[src/rtl/barrier_mask_writer_if.sv]
// Control, shape-config and mask-RAM write signals of the barrier mask writer.
// Latency: none (signal bundle only).
// Backpressure: none; the mask write side has no ready, so the RAM must take a write every cycle.
interface barrier_mask_writer_if #(
    parameter int HPIXELS    = 320,
    parameter int VPIXELS    = 180,
    parameter int NUM_SHAPES = 4,
    parameter int RAD_W      = 8
);
    localparam int HOR_SIZE  = $clog2(HPIXELS);
    localparam int VERT_SIZE = $clog2(VPIXELS);
    localparam int IDX_W     = (NUM_SHAPES > 1) ? $clog2(NUM_SHAPES) : 1;
    localparam int ADDR_W    = $clog2(HPIXELS * VPIXELS);

    logic                 start_in;
    logic                 busy_out;
    logic                 done_out;
    logic                 cfg_we_in;
    logic [IDX_W-1:0]     cfg_idx_in;
    logic                 cfg_en_in;
    logic [HOR_SIZE-1:0]  cfg_hor_in;
    logic [VERT_SIZE-1:0] cfg_vert_in;
    logic [RAD_W-1:0]     cfg_rad_in;
    logic                 cfg_commit_in;
    logic                 mask_we_out;
    logic [ADDR_W-1:0]    mask_addr_out;
    logic                 mask_data_out;

    // Requester side: drives start and shape config, observes status and mask writes.
    modport master (
        output start_in, cfg_we_in, cfg_idx_in, cfg_en_in, cfg_hor_in, cfg_vert_in,
               cfg_rad_in, cfg_commit_in,
        input  busy_out, done_out, mask_we_out, mask_addr_out, mask_data_out
    );

    // Writer side.
    modport slave (
        input  start_in, cfg_we_in, cfg_idx_in, cfg_en_in, cfg_hor_in, cfg_vert_in,
               cfg_rad_in, cfg_commit_in,
        output busy_out, done_out, mask_we_out, mask_addr_out, mask_data_out
    );
endinterface

[src/rtl/barrier_mask_writer.sv]
// Raster-scans the grid against NUM_SHAPES programmable circles and writes one barrier bit per cell.
// Latency: 3 cycles from cell issue to mask write, one cell per cycle; done_out rides the last write.
// Backpressure: none; the mask RAM must accept a write on every cycle of a scan.
module barrier_mask_writer #(
    parameter int HPIXELS    = 320,
    parameter int VPIXELS    = 180,
    parameter int NUM_SHAPES = 4,
    parameter int RAD_W      = 8
) (
    input  logic                 clk_in,
    input  logic                 rst_n_in,
    barrier_mask_writer_if.slave bus
);
    localparam int HOR_SIZE  = $clog2(HPIXELS);
    localparam int VERT_SIZE = $clog2(VPIXELS);
    localparam int ADDR_W    = $clog2(HPIXELS * VPIXELS);
    localparam int DX_W      = HOR_SIZE + 1;
    localparam int DY_W      = VERT_SIZE + 1;
    // Widest possible dx^2 + dy^2, then widened to also hold rad^2 so the compare is exact.
    localparam int D2_W      = ((DX_W > DY_W) ? 2 * DX_W : 2 * DY_W) + 1;
    localparam int CMP_W     = (D2_W > 2 * RAD_W) ? D2_W : 2 * RAD_W;

    localparam logic [HOR_SIZE-1:0]  HOR_LAST  = HOR_SIZE'(HPIXELS - 1);
    localparam logic [VERT_SIZE-1:0] VERT_LAST = VERT_SIZE'(VPIXELS - 1);

    typedef enum logic [1:0] {IDLE, SCAN, DRAIN} state_t;

    typedef struct packed {
        logic                 en;
        logic [HOR_SIZE-1:0]  hor;
        logic [VERT_SIZE-1:0] vert;
        logic [RAD_W-1:0]     rad;
    } slot_t;

    state_t               state;
    logic [HOR_SIZE-1:0]  hor;
    logic [VERT_SIZE-1:0] vert;
    logic [ADDR_W-1:0]    addr_cnt;
    logic                 busy_q;
    logic                 commit_pending;
    slot_t                shadow [NUM_SHAPES];
    slot_t                active [NUM_SHAPES];

    logic                 issue_vld;
    logic                 issue_last;
    logic                 cfg_idx_ok;
    slot_t                cfg_slot;

    // Stage 1: per-slot absolute distances, address carried alongside.
    logic                 v1, l1;
    logic [ADDR_W-1:0]    a1;
    logic [DX_W-1:0]      dx_q [NUM_SHAPES];
    logic [DY_W-1:0]      dy_q [NUM_SHAPES];
    // Stage 2: squared distance and squared radius.
    logic                 v2, l2;
    logic [ADDR_W-1:0]    a2;
    logic [CMP_W-1:0]     d2_q [NUM_SHAPES];
    logic [CMP_W-1:0]     r2_q [NUM_SHAPES];
    // Stage 3: registered mask write.
    logic                 we_q, done_q, data_q;
    logic [ADDR_W-1:0]    addr_q;
    logic                 hit_any;

    assign issue_vld  = (state == SCAN);
    assign issue_last = issue_vld && (hor == HOR_LAST) && (vert == VERT_LAST);
    assign cfg_idx_ok = int'(bus.cfg_idx_in) < NUM_SHAPES;
    assign cfg_slot   = '{en: bus.cfg_en_in, hor: bus.cfg_hor_in, vert: bus.cfg_vert_in,
                          rad: bus.cfg_rad_in};

    assign bus.busy_out      = busy_q;
    assign bus.done_out      = done_q;
    assign bus.mask_we_out   = we_q;
    assign bus.mask_addr_out = addr_q;
    assign bus.mask_data_out = data_q;

    // Scan FSM, raster counters and shadow/active shape slots.
    // Active slots only change while the pipeline is empty, so every scan sees one config.
    // A commit in the same cycle as a shadow write copies the pre-write shadow (NBA ordering).
    always_ff @(posedge clk_in or negedge rst_n_in) begin
        if (!rst_n_in) begin
            state          <= IDLE;
            hor            <= '0;
            vert           <= '0;
            addr_cnt       <= '0;
            busy_q         <= 1'b0;
            commit_pending <= 1'b0;
            for (int k = 0; k < NUM_SHAPES; k++) begin
                shadow[k] <= '0;
                active[k] <= '0;
            end
        end else begin
            if (bus.cfg_we_in && cfg_idx_ok) begin
                shadow[bus.cfg_idx_in] <= cfg_slot;
            end
            case (state)
                IDLE: begin
                    if (bus.cfg_commit_in) begin
                        active <= shadow;
                    end
                    if (bus.start_in) begin
                        state    <= SCAN;
                        busy_q   <= 1'b1;
                        hor      <= '0;
                        vert     <= '0;
                        addr_cnt <= '0;
                    end
                end
                SCAN: begin
                    if (bus.cfg_commit_in) begin
                        commit_pending <= 1'b1;
                    end
                    addr_cnt <= addr_cnt + 1'b1;
                    if (hor == HOR_LAST) begin
                        hor <= '0;
                        if (vert == VERT_LAST) begin
                            vert  <= '0;
                            state <= DRAIN;
                        end else begin
                            vert <= vert + 1'b1;
                        end
                    end else begin
                        hor <= hor + 1'b1;
                    end
                end
                DRAIN: begin
                    // done_q marks the final write; leave on the following edge and apply
                    // any deferred commit, including a commit arriving in the done cycle itself.
                    if (done_q) begin
                        state          <= IDLE;
                        busy_q         <= 1'b0;
                        commit_pending <= 1'b0;
                        if (commit_pending || bus.cfg_commit_in) begin
                            active <= shadow;
                        end
                    end else if (bus.cfg_commit_in) begin
                        commit_pending <= 1'b1;
                    end
                end
                default: state <= IDLE;
            endcase
        end
    end

    // Stage 3 combine: a cell is barrier if any enabled circle contains it (boundary inclusive).
    always_comb begin
        hit_any = 1'b0;
        for (int k = 0; k < NUM_SHAPES; k++) begin
            if (active[k].en && (d2_q[k] <= r2_q[k])) begin
                hit_any = 1'b1;
            end
        end
    end

    // Three-stage squared-distance pipeline feeding the mask RAM write port.
    always_ff @(posedge clk_in or negedge rst_n_in) begin
        if (!rst_n_in) begin
            v1     <= 1'b0;
            l1     <= 1'b0;
            a1     <= '0;
            v2     <= 1'b0;
            l2     <= 1'b0;
            a2     <= '0;
            we_q   <= 1'b0;
            done_q <= 1'b0;
            addr_q <= '0;
            data_q <= 1'b0;
            for (int k = 0; k < NUM_SHAPES; k++) begin
                dx_q[k] <= '0;
                dy_q[k] <= '0;
                d2_q[k] <= '0;
                r2_q[k] <= '0;
            end
        end else begin
            v1 <= issue_vld;
            l1 <= issue_last;
            a1 <= addr_cnt;
            v2 <= v1;
            l2 <= l1;
            a2 <= a1;
            for (int k = 0; k < NUM_SHAPES; k++) begin
                dx_q[k] <= (hor >= active[k].hor) ? DX_W'(hor - active[k].hor)
                                                  : DX_W'(active[k].hor - hor);
                dy_q[k] <= (vert >= active[k].vert) ? DY_W'(vert - active[k].vert)
                                                    : DY_W'(active[k].vert - vert);
                d2_q[k] <= CMP_W'(dx_q[k]) * CMP_W'(dx_q[k]) + CMP_W'(dy_q[k]) * CMP_W'(dy_q[k]);
                r2_q[k] <= CMP_W'(active[k].rad) * CMP_W'(active[k].rad);
            end
            we_q   <= v2;
            done_q <= l2;
            addr_q <= v2 ? a2 : '0;
            data_q <= v2 && hit_any;
        end
    end
endmodule

[src/flat_wrapper.sv]
// flat-port wrapper written by rule: the top's interface ports become plain ports
module barrier_mask_writer_flat 
#(
    parameter int HPIXELS    = 320,
    parameter int VPIXELS    = 180,
    parameter int NUM_SHAPES = 4,
    parameter int RAD_W      = 8
)
  (clk_in, rst_n_in, bus_start_in, bus_cfg_we_in, bus_cfg_idx_in, bus_cfg_en_in, bus_cfg_hor_in, bus_cfg_vert_in, bus_cfg_rad_in, bus_cfg_commit_in, bus_busy_out, bus_done_out, bus_mask_we_out, bus_mask_addr_out, bus_mask_data_out);
  barrier_mask_writer_if #(.HPIXELS(HPIXELS), .VPIXELS(VPIXELS), .NUM_SHAPES(NUM_SHAPES), .RAD_W(RAD_W)) bus_i ();
  input  logic clk_in;
  input  logic rst_n_in;
  input wire logic [$bits(bus_i.start_in)-1:0] bus_start_in;
  input wire logic [$bits(bus_i.cfg_we_in)-1:0] bus_cfg_we_in;
  input wire logic [$bits(bus_i.cfg_idx_in)-1:0] bus_cfg_idx_in;
  input wire logic [$bits(bus_i.cfg_en_in)-1:0] bus_cfg_en_in;
  input wire logic [$bits(bus_i.cfg_hor_in)-1:0] bus_cfg_hor_in;
  input wire logic [$bits(bus_i.cfg_vert_in)-1:0] bus_cfg_vert_in;
  input wire logic [$bits(bus_i.cfg_rad_in)-1:0] bus_cfg_rad_in;
  input wire logic [$bits(bus_i.cfg_commit_in)-1:0] bus_cfg_commit_in;
  output wire logic [$bits(bus_i.busy_out)-1:0] bus_busy_out;
  output wire logic [$bits(bus_i.done_out)-1:0] bus_done_out;
  output wire logic [$bits(bus_i.mask_we_out)-1:0] bus_mask_we_out;
  output wire logic [$bits(bus_i.mask_addr_out)-1:0] bus_mask_addr_out;
  output wire logic [$bits(bus_i.mask_data_out)-1:0] bus_mask_data_out;
  assign bus_i.start_in = bus_start_in;
  assign bus_i.cfg_we_in = bus_cfg_we_in;
  assign bus_i.cfg_idx_in = bus_cfg_idx_in;
  assign bus_i.cfg_en_in = bus_cfg_en_in;
  assign bus_i.cfg_hor_in = bus_cfg_hor_in;
  assign bus_i.cfg_vert_in = bus_cfg_vert_in;
  assign bus_i.cfg_rad_in = bus_cfg_rad_in;
  assign bus_i.cfg_commit_in = bus_cfg_commit_in;
  assign bus_busy_out = bus_i.busy_out;
  assign bus_done_out = bus_i.done_out;
  assign bus_mask_we_out = bus_i.mask_we_out;
  assign bus_mask_addr_out = bus_i.mask_addr_out;
  assign bus_mask_data_out = bus_i.mask_data_out;
  barrier_mask_writer #(.HPIXELS(HPIXELS), .VPIXELS(VPIXELS), .NUM_SHAPES(NUM_SHAPES), .RAD_W(RAD_W)) u_core (.clk_in(clk_in), .rst_n_in(rst_n_in), .bus(bus_i));
endmodule
[config.mk]
export PLATFORM = sky130hd
export DESIGN_NAME = barrier_mask_writer_flat
export DESIGN_NICKNAME = d
export VERILOG_FILES = /design/src/rtl/barrier_mask_writer_if.sv /design/src/rtl/barrier_mask_writer.sv /design/src/flat_wrapper.sv
export SDC_FILE = /design/constraint.sdc
export NUM_CORES = 2
export LEC_CHECK = 0
export CORE_MARGIN = 1.5
export CORE_UTILIZATION = 35
export DETAILED_ROUTE_END_ITERATION = 8
export PLACE_DENSITY_LB_ADDON = 0.08
export SYNTH_ARGS = -nofsm -noshare
export SYNTH_HDL_FRONTEND = slang
export SYNTH_SLANG_ARGS = --single-unit
[constraint.sdc]
create_clock -name clk_in -period 7.4 [get_ports clk_in]
set_clock_uncertainty 0.15 [all_clocks]
set_input_delay 1.48 -clock clk_in [delete_from_list [all_inputs] [get_ports clk_in]]
set_output_delay 1.48 -clock clk_in [all_outputs]
set_load 0.01 [all_outputs]
======== Yosys cells after proc, flatten, opt, wreduce, memory -nomap -nowiden ========
Cells that the tools add are included.
cells by class
  $add $sub $neg .......................... 23
  multiply operators ...................... 12
  magnitude comparators ................... 14
  eq/ne operators ......................... 10
  mux-type cells .......................... 40
  bitwise gates (word level) .............. 1
  reduce and logical (&&, ||, !) cells .... 18
operators with widths
  operator               count
  $mux 104               3
  $pmux 104 s2           1
  $bwmux 104             1
  $add 20x18->21         4
  $le 21x16->1           4
  $mul 10x10->20         4
  $sub 9x9->10           8
  $mul 9x9->18           4
  $sub 8x8->9            8
  $mul 8x8->16           4
  $mux 9                 6
  $demux 26 s2           1
  $mux 10                4
  $ge 9x9->1             4
  $ge 8x8->1             4
  $mux 16                2
  $pmux 16 s2            1
  $mux 26                1
  $mux 8                 3
  $pmux 9 s2             1
  $add 16x1->16 const B  1
  $pmux 8 s2             1
  $add 9x1->9 const B    1
  $eq 9x9->1 const B     1
  20 further kinds       46
word-level totals
  register bits ........................... 524
  output and inout port bits .............. 20
  word-level logic and storage cells ...... 182

======== Depth between registers and ports, before layout ========
  depth in word-level cells ............... 7
  mapped depth ............................ 23

======== Worst setup path after synthesis ========
No wires, ideal clock.
  path kind ............................... register to register
  start ................................... register u_core.dy_q[6] in the netlist's numbering
  end ..................................... register u_core.d2_q[20] in the netlist's numbering
  library setup time ...................... 80 ps
  arrival ................................. 5878 ps
  slack ................................... 1293 ps
  stages on the path, launching flop included .. 24
  path buffers ............................ 1
  clock period less this slack ............ 6107 ps
  cell sequence ........................... dfrtp_1 > clkbuf_1 > and2_1 > inv_1 > fa_1 > inv_1 > fa_1 > inv_1 > fa_1 > inv_1 > fa_1 > fa_1 > inv_1 > fa_1 > inv_1 > ha_1 > o21a_1 > o31a_1 > o41a_1 > a41o_1 > o41ai_2 > o221ai_1 > a21oi_1 > xnor2_1
between the ends
  longest elaborated chain between the ends .. 2
RTL lines
  item                             line                        RTL
  start, declared                  barrier_mask_writer.sv:53   logic [DY_W-1:0] dy_q [NUM_SHAPES];
  start signal, assigned by index  barrier_mask_writer.sv:183  dy_q[k] <= (vert >= active[k].vert) ? DY_W'(vert - active[k].vert)
  $mul 9x9->18                     barrier_mask_writer.sv:185  d2_q[k] <= CMP_W'(dx_q[k]) * CMP_W'(dx_q[k]) + CMP_W'(dy_q[k]) * CMP_W'(dy_q[k]);
  $add 20x18->21                   barrier_mask_writer.sv:185
  end signal, assigned by index    barrier_mask_writer.sv:185
  end, declared                    barrier_mask_writer.sv:57   logic [CMP_W-1:0] d2_q [NUM_SHAPES];
No other way between the ends.
A chain may end at the register's enable or synchronous reset.

======== Worst setup path in the final report ========
  start ................................... register u_core.dx_q[24] in the netlist's numbering
  end ..................................... register u_core.d2_q[61] in the netlist's numbering
between the ends
  longest elaborated chain between the ends .. 2
RTL lines
  item                             line                        RTL
  start, declared                  barrier_mask_writer.sv:52   logic [DX_W-1:0] dx_q [NUM_SHAPES];
  start signal, assigned by index  barrier_mask_writer.sv:181  dx_q[k] <= (hor >= active[k].hor) ? DX_W'(hor - active[k].hor)
  $mul 10x10->20                   barrier_mask_writer.sv:185
  $add 20x18->21                   barrier_mask_writer.sv:185
No other way between the ends.

==> impl_metrics.prom <==
# TYPE chip_impl_metric gauge
chip_impl_metric{name="slowest_delay",unit="ns"} 0.68
chip_impl_info{name="hold_path.class",value="reg -> reg"} 1
chip_impl_metric{name="antenna_found_initial",unit=""} 12
chip_impl_metric{name="setup-violations-final",unit=""} 0
chip_impl_info{name="worst-setup-path-type",value="reg -> reg"} 1
chip_impl_metric{name="drt_drc_violations_left",unit=""} 0
chip_impl_info{name="cts_tree",value="yes"} 1
chip_impl_metric{name="grt_start_max_net_pins",unit=""} 139
chip_impl_metric{name="cts_buffer_depth",unit=""} 3
chip_impl_metric{name="synthesis.area",unit="mm^2"} 0.0493
chip_impl_metric{name="drive_gt1_frac",unit=""} 0.0674
chip_impl_metric{name="worst-endpoint-required",unit="ns"} 7.78
chip_impl_metric{name="final-seq-area",unit="mm^2"} 0.0130
chip_impl_metric{name="ff2ff_setup_slack",unit="ns"} 0.73
chip_impl_metric{name="cts_max_level",unit=""} 3
chip_impl_info{name="cts.root.buffer_cell",value="sky130_fd_sc_hd__clkbuf_16"} 1
chip_impl_metric{name="violation_count_after_the_first_detailed_route_iteration",unit=""} 1378
chip_impl_metric{name="clock_insertion_delay_worst_skew",unit="ns"} 0.66
chip_impl_metric{name="crit_buf_inv",unit=""} 4
chip_impl_info{name="mostFrequentLayoutCells",value="sky130_fd_sc_hd__inv_1 (995), sky130_fd_sc_hd__ha_1 (598), sky130_fd_sc_hd__fa_1 (556)"} 1
chip_impl_metric{name="io_pins",unit=""} 53
chip_impl_metric{name="die_y",unit="um"} 378
chip_impl_metric{name="final_number_of_max_transition_violations",unit=""} 0
chip_impl_metric{name="detail_route.wl_per_cell",unit="um"} 17.7
chip_impl_metric{name="post-cts-setup-buffers",unit=""} 0
chip_impl_metric{name="final_total_negative_setup_slack",unit="ns"} 0
chip_impl_metric{name="detailed_place_hpwl",unit="um"} 96100
chip_impl_metric{name="first_global_vias",unit=""} 34088
chip_impl_metric{name="starting_density",unit=""} 0.353
chip_impl_info{name="timing.critical_path.mode_cell",value="sky130_fd_sc_hd__fa_1"} 1
chip_impl_metric{name="io_buffers",unit=""} 52
chip_impl_info{name="crit_chain",value="nand2_1, fa_1, fa_1, fa_1, inv_1, fa_1, fa_1, inv_1, fa_1, inv_1, ha_1, nor2b_1, nor3_1, nor2_1, o41ai_1, buf_4, o311ai_0, a2111oi_0, or3b_2"} 1
chip_impl_info{name="top_signal_layer_used",value="met5"} 1
chip_impl_metric{name="timing.critical_path.fanout_max",unit=""} 10
chip_impl_metric{name="grt-ovfl-total",unit=""} 0
chip_impl_metric{name="clock-sinks",unit=""} 520
chip_impl_metric{name="fp.dieW",unit="um"} 378
chip_impl_metric{name="post_cts.resized_instances",unit=""} 0
chip_impl_metric{name="period_minus_slack",unit="ns"} 6.67
chip_impl_metric{name="final.fill_count",unit=""} 13994
chip_impl_metric{name="placed_cells_incl_taps",unit=""} 6738
chip_impl_info{name="worst_path_top_cell_family_by_delay",value="adder cells"} 1
chip_impl_metric{name="synth_edf_count",unit=""} 0
chip_impl_metric{name="detailroute.wirelength.met3",unit="um"} 3970
chip_impl_metric{name="worst_slew_margin_rel",unit=""} 0.252
chip_impl_metric{name="postRouteWirelength",unit="um"} 122000
chip_impl_metric{name="detailed_routing_iteration_count_for_the_pre_antenna_repair_pass",unit=""} 5
chip_impl_metric{name="dieArea",unit="mm^2"} 0.143
chip_impl_metric{name="async_flop_share",unit=""} 1.00
chip_impl_metric{name="finalHoldViolations",unit=""} 0
chip_impl_info{name="final_common_cell",value="sky130_fd_sc_hd__inv_1"} 1
chip_impl_info{name="synth_flop_cell",value="sky130_fd_sc_hd__dfrtp_1"} 1
chip_impl_metric{name="routed-via-count",unit=""} 32157
chip_impl_metric{name="hold_depth",unit=""} 0
chip_impl_info{name="worst_hold_path_startpoint",value="u_core.l1"} 1
chip_impl_metric{name="multi_input_comb_area",unit="mm^2"} 0.0321
chip_impl_info{name="timing.critical_path.from_type",value="register"} 1
chip_impl_info{name="holdPathEnd",value="u_core.l2"} 1
chip_impl_metric{name="cts_made_buffers",unit=""} 69
chip_impl_metric{name="netlist_instances",unit=""} 4906
chip_impl_metric{name="postCtsHoldBufs",unit=""} 0
chip_impl_info{name="status",value="finished, final reports clean"} 1
chip_impl_metric{name="synthesis.area_per_instance",unit="um^2"} 10.1
chip_impl_metric{name="routedLengthMet1",unit="um"} 58400
chip_impl_metric{name="stdcell_count",unit=""} 6866
chip_impl_metric{name="clk_pin_slew",unit="ns"} 0.06
chip_impl_metric{name="post_synth_num_cell_types",unit=""} 80
chip_impl_metric{name="detail_route.vias_per_cell",unit=""} 4.68
chip_impl_metric{name="max_slew.worst_pin.slew",unit="ns"} 1.12
chip_impl_metric{name="worst_r2r_path_depth",unit=""} 19
chip_impl_metric{name="finalCritPeriodShare",unit=""} 0.902
chip_impl_info{name="crit-reg2reg-capture",value="u_core.d2_q[61]"} 1
chip_impl_metric{name="grt_pass1_wl",unit="um"} 196000
chip_impl_metric{name="met2_wirelength",unit="um"} 56400
chip_impl_metric{name="mapped_nets",unit=""} 6093
chip_impl_metric{name="worst_ep_arrival_time",unit="ns"} 7.06
chip_impl_metric{name="placementRows",unit=""} 137
chip_impl_info{name="rr_startpoint",value="u_core.dx_q[24]"} 1
chip_impl_info{name="cp_slowest_cell",value="sky130_fd_sc_hd__o311ai_0"} 1
chip_impl_metric{name="cap_violations",unit=""} 0
chip_impl_metric{name="achievable-frequency",unit="MHz"} 150
chip_impl_metric{name="layout.nets",unit=""} 6120
chip_impl_metric{name="area.growth.synth_to_final",unit="%"} 10.4
chip_impl_metric{name="yosysSeqAreaShare",unit=""} 0.264
chip_impl_info{name="grt_setup_unrepaired",value="false"} 1
chip_impl_metric{name="synth.ff_latch_count",unit=""} 520
chip_impl_metric{name="route.antenna.remaining_nets",unit=""} 0
chip_impl_info{name="cp-end-kind",value="register"} 1
chip_impl_metric{name="global_route.usage.total",unit=""} 0.178
chip_impl_metric{name="placeableCoreArea",unit="mm^2"} 0.140
chip_impl_metric{name="globalplace.congestion",unit=""} 0.815
chip_impl_metric{name="synth-warning-count",unit=""} 0
routing by layer:
metal  track usage  vias to the layer above
met5             0                        -
met4        0.0477                       12
met3        0.0265                      136
met2         0.286                      333
met1         0.248                    16073
li1              -                    15603
registers in the layout (all words and copies together), names as in the netlist, 2 cells and up:
signal                    cells
u_core.hor                    9
u_core.active               104
u_core.a2                    16
u_core.state                  2
u_core.d2_q                  84
u_core.addr_cnt              16
u_core.dx_q                  40
u_core.dy_q                  36
u_core.r2_q                  60
u_core.a1                    16
u_core.bus.mask_addr_out     16
u_core.vert                   8
u_core.shadow               104
worst max path at each step:
| stage | start | to | slack, ns | depth (start not counted) |
|---|---|---|---|---|
| floorplan | u_core.dy_q[6] | u_core.d2_q[20] | 1.29 | 23 |
| global placement | u_core.dx_q[24] | u_core.d2_q[61] | 0.96 | 19 |
| detailed placement | u_core.dx_q[24] | u_core.d2_q[61] | 0.79 | 19 |
| CTS | u_core.dx_q[24] | u_core.d2_q[61] | 0.77 | 19 |
| global route | u_core.dx_q[24] | u_core.d2_q[61] | 0.36 | 19 |
| finish | u_core.dx_q[24] | u_core.d2_q[61] | 0.73 | 19 |
per-stage QoR:
stage	hold slack (ns)	setup slack, ns	area [um^2]	utilization
after floorplan	0.181	1.29	49300	-
after global routing	0.195	0.361	54500	0.390
after global placement	0.183	0.956	52000	0.372
after detailed placement	0.186	0.791	52000	0.372
after CTS	0.186	0.770	54500	0.390
final	0.191	0.728	54500	0.390
cells in the mapped netlist, types with 5 or more instances:
| library cell | instances | area share |
|---|---|---|
| sky130_fd_sc_hd__a211oi_1 | 7 | 0.0011 |
| sky130_fd_sc_hd__a21boi_0 | 5 | 0.00076 |
| sky130_fd_sc_hd__a21o_1 | 70 | 0.011 |
| sky130_fd_sc_hd__a21oi_1 | 180 | 0.018 |
| sky130_fd_sc_hd__a31o_2 | 8 | 0.0014 |
| sky130_fd_sc_hd__a31oi_1 | 8 | 0.0010 |
| sky130_fd_sc_hd__a41oi_1 | 6 | 0.0011 |
| sky130_fd_sc_hd__and2_1 | 255 | 0.032 |
| sky130_fd_sc_hd__and3_1 | 19 | 0.0024 |
| sky130_fd_sc_hd__clkbuf_1 | 108 | 0.0082 |
| sky130_fd_sc_hd__dfrtp_1 | 520 | 0.26 |
| sky130_fd_sc_hd__fa_1 | 556 | 0.23 |
| sky130_fd_sc_hd__ha_1 | 598 | 0.15 |
| sky130_fd_sc_hd__inv_1 | 995 | 0.076 |
| sky130_fd_sc_hd__mux2_2 | 157 | 0.036 |
| sky130_fd_sc_hd__mux2i_1 | 44 | 0.0089 |
| sky130_fd_sc_hd__nand2_1 | 344 | 0.026 |
| sky130_fd_sc_hd__nand2b_1 | 38 | 0.0048 |
| sky130_fd_sc_hd__nand3_1 | 47 | 0.0048 |
| sky130_fd_sc_hd__nand3b_1 | 10 | 0.0015 |
| sky130_fd_sc_hd__nand4_1 | 36 | 0.0046 |
| sky130_fd_sc_hd__nor2_1 | 171 | 0.013 |
| sky130_fd_sc_hd__nor2b_1 | 69 | 0.0088 |
| sky130_fd_sc_hd__nor3_1 | 42 | 0.0043 |
| sky130_fd_sc_hd__nor4_1 | 7 | 0.00089 |
| sky130_fd_sc_hd__o211ai_1 | 20 | 0.0030 |
| sky130_fd_sc_hd__o21a_1 | 21 | 0.0032 |
| sky130_fd_sc_hd__o21ai_0 | 163 | 0.017 |
| sky130_fd_sc_hd__o21bai_1 | 25 | 0.0038 |
| sky130_fd_sc_hd__o22ai_1 | 7 | 0.00089 |
| sky130_fd_sc_hd__o31a_1 | 6 | 0.0011 |
| sky130_fd_sc_hd__o31ai_1 | 13 | 0.0020 |
| sky130_fd_sc_hd__or2_2 | 15 | 0.0019 |
| sky130_fd_sc_hd__or3_1 | 10 | 0.0013 |
| sky130_fd_sc_hd__xnor2_1 | 174 | 0.031 |
| sky130_fd_sc_hd__xor2_1 | 67 | 0.012 |
logic make-up after synthesis:
logic type | synth area share
AO/OA/AOI/OAI | 0.0768
buffers and inverters | 0.0850
AND/OR/NAND/NOR | 0.109
flip-flops | 0.264
XOR/XNOR | 0.0428
multiplexers | 0.0451
adder cells (fa/ha/maj) | 0.377
cell type report:
type,count,area share
Inverter,995,0.0686
Sequential cell,520,0.239
Multi-Input combinational cell,3276,0.590
Timing Repair Buffer,71,0.0132
Tap cell,1876,0.0431
Clock buffer,93,0.0369
Clock inverter,33,0.00901
Antenna cell,2,0.0000919
Power is not shown: default switching activity piles up to over one toggle a cycle in this logic, so the estimate is an artifact.
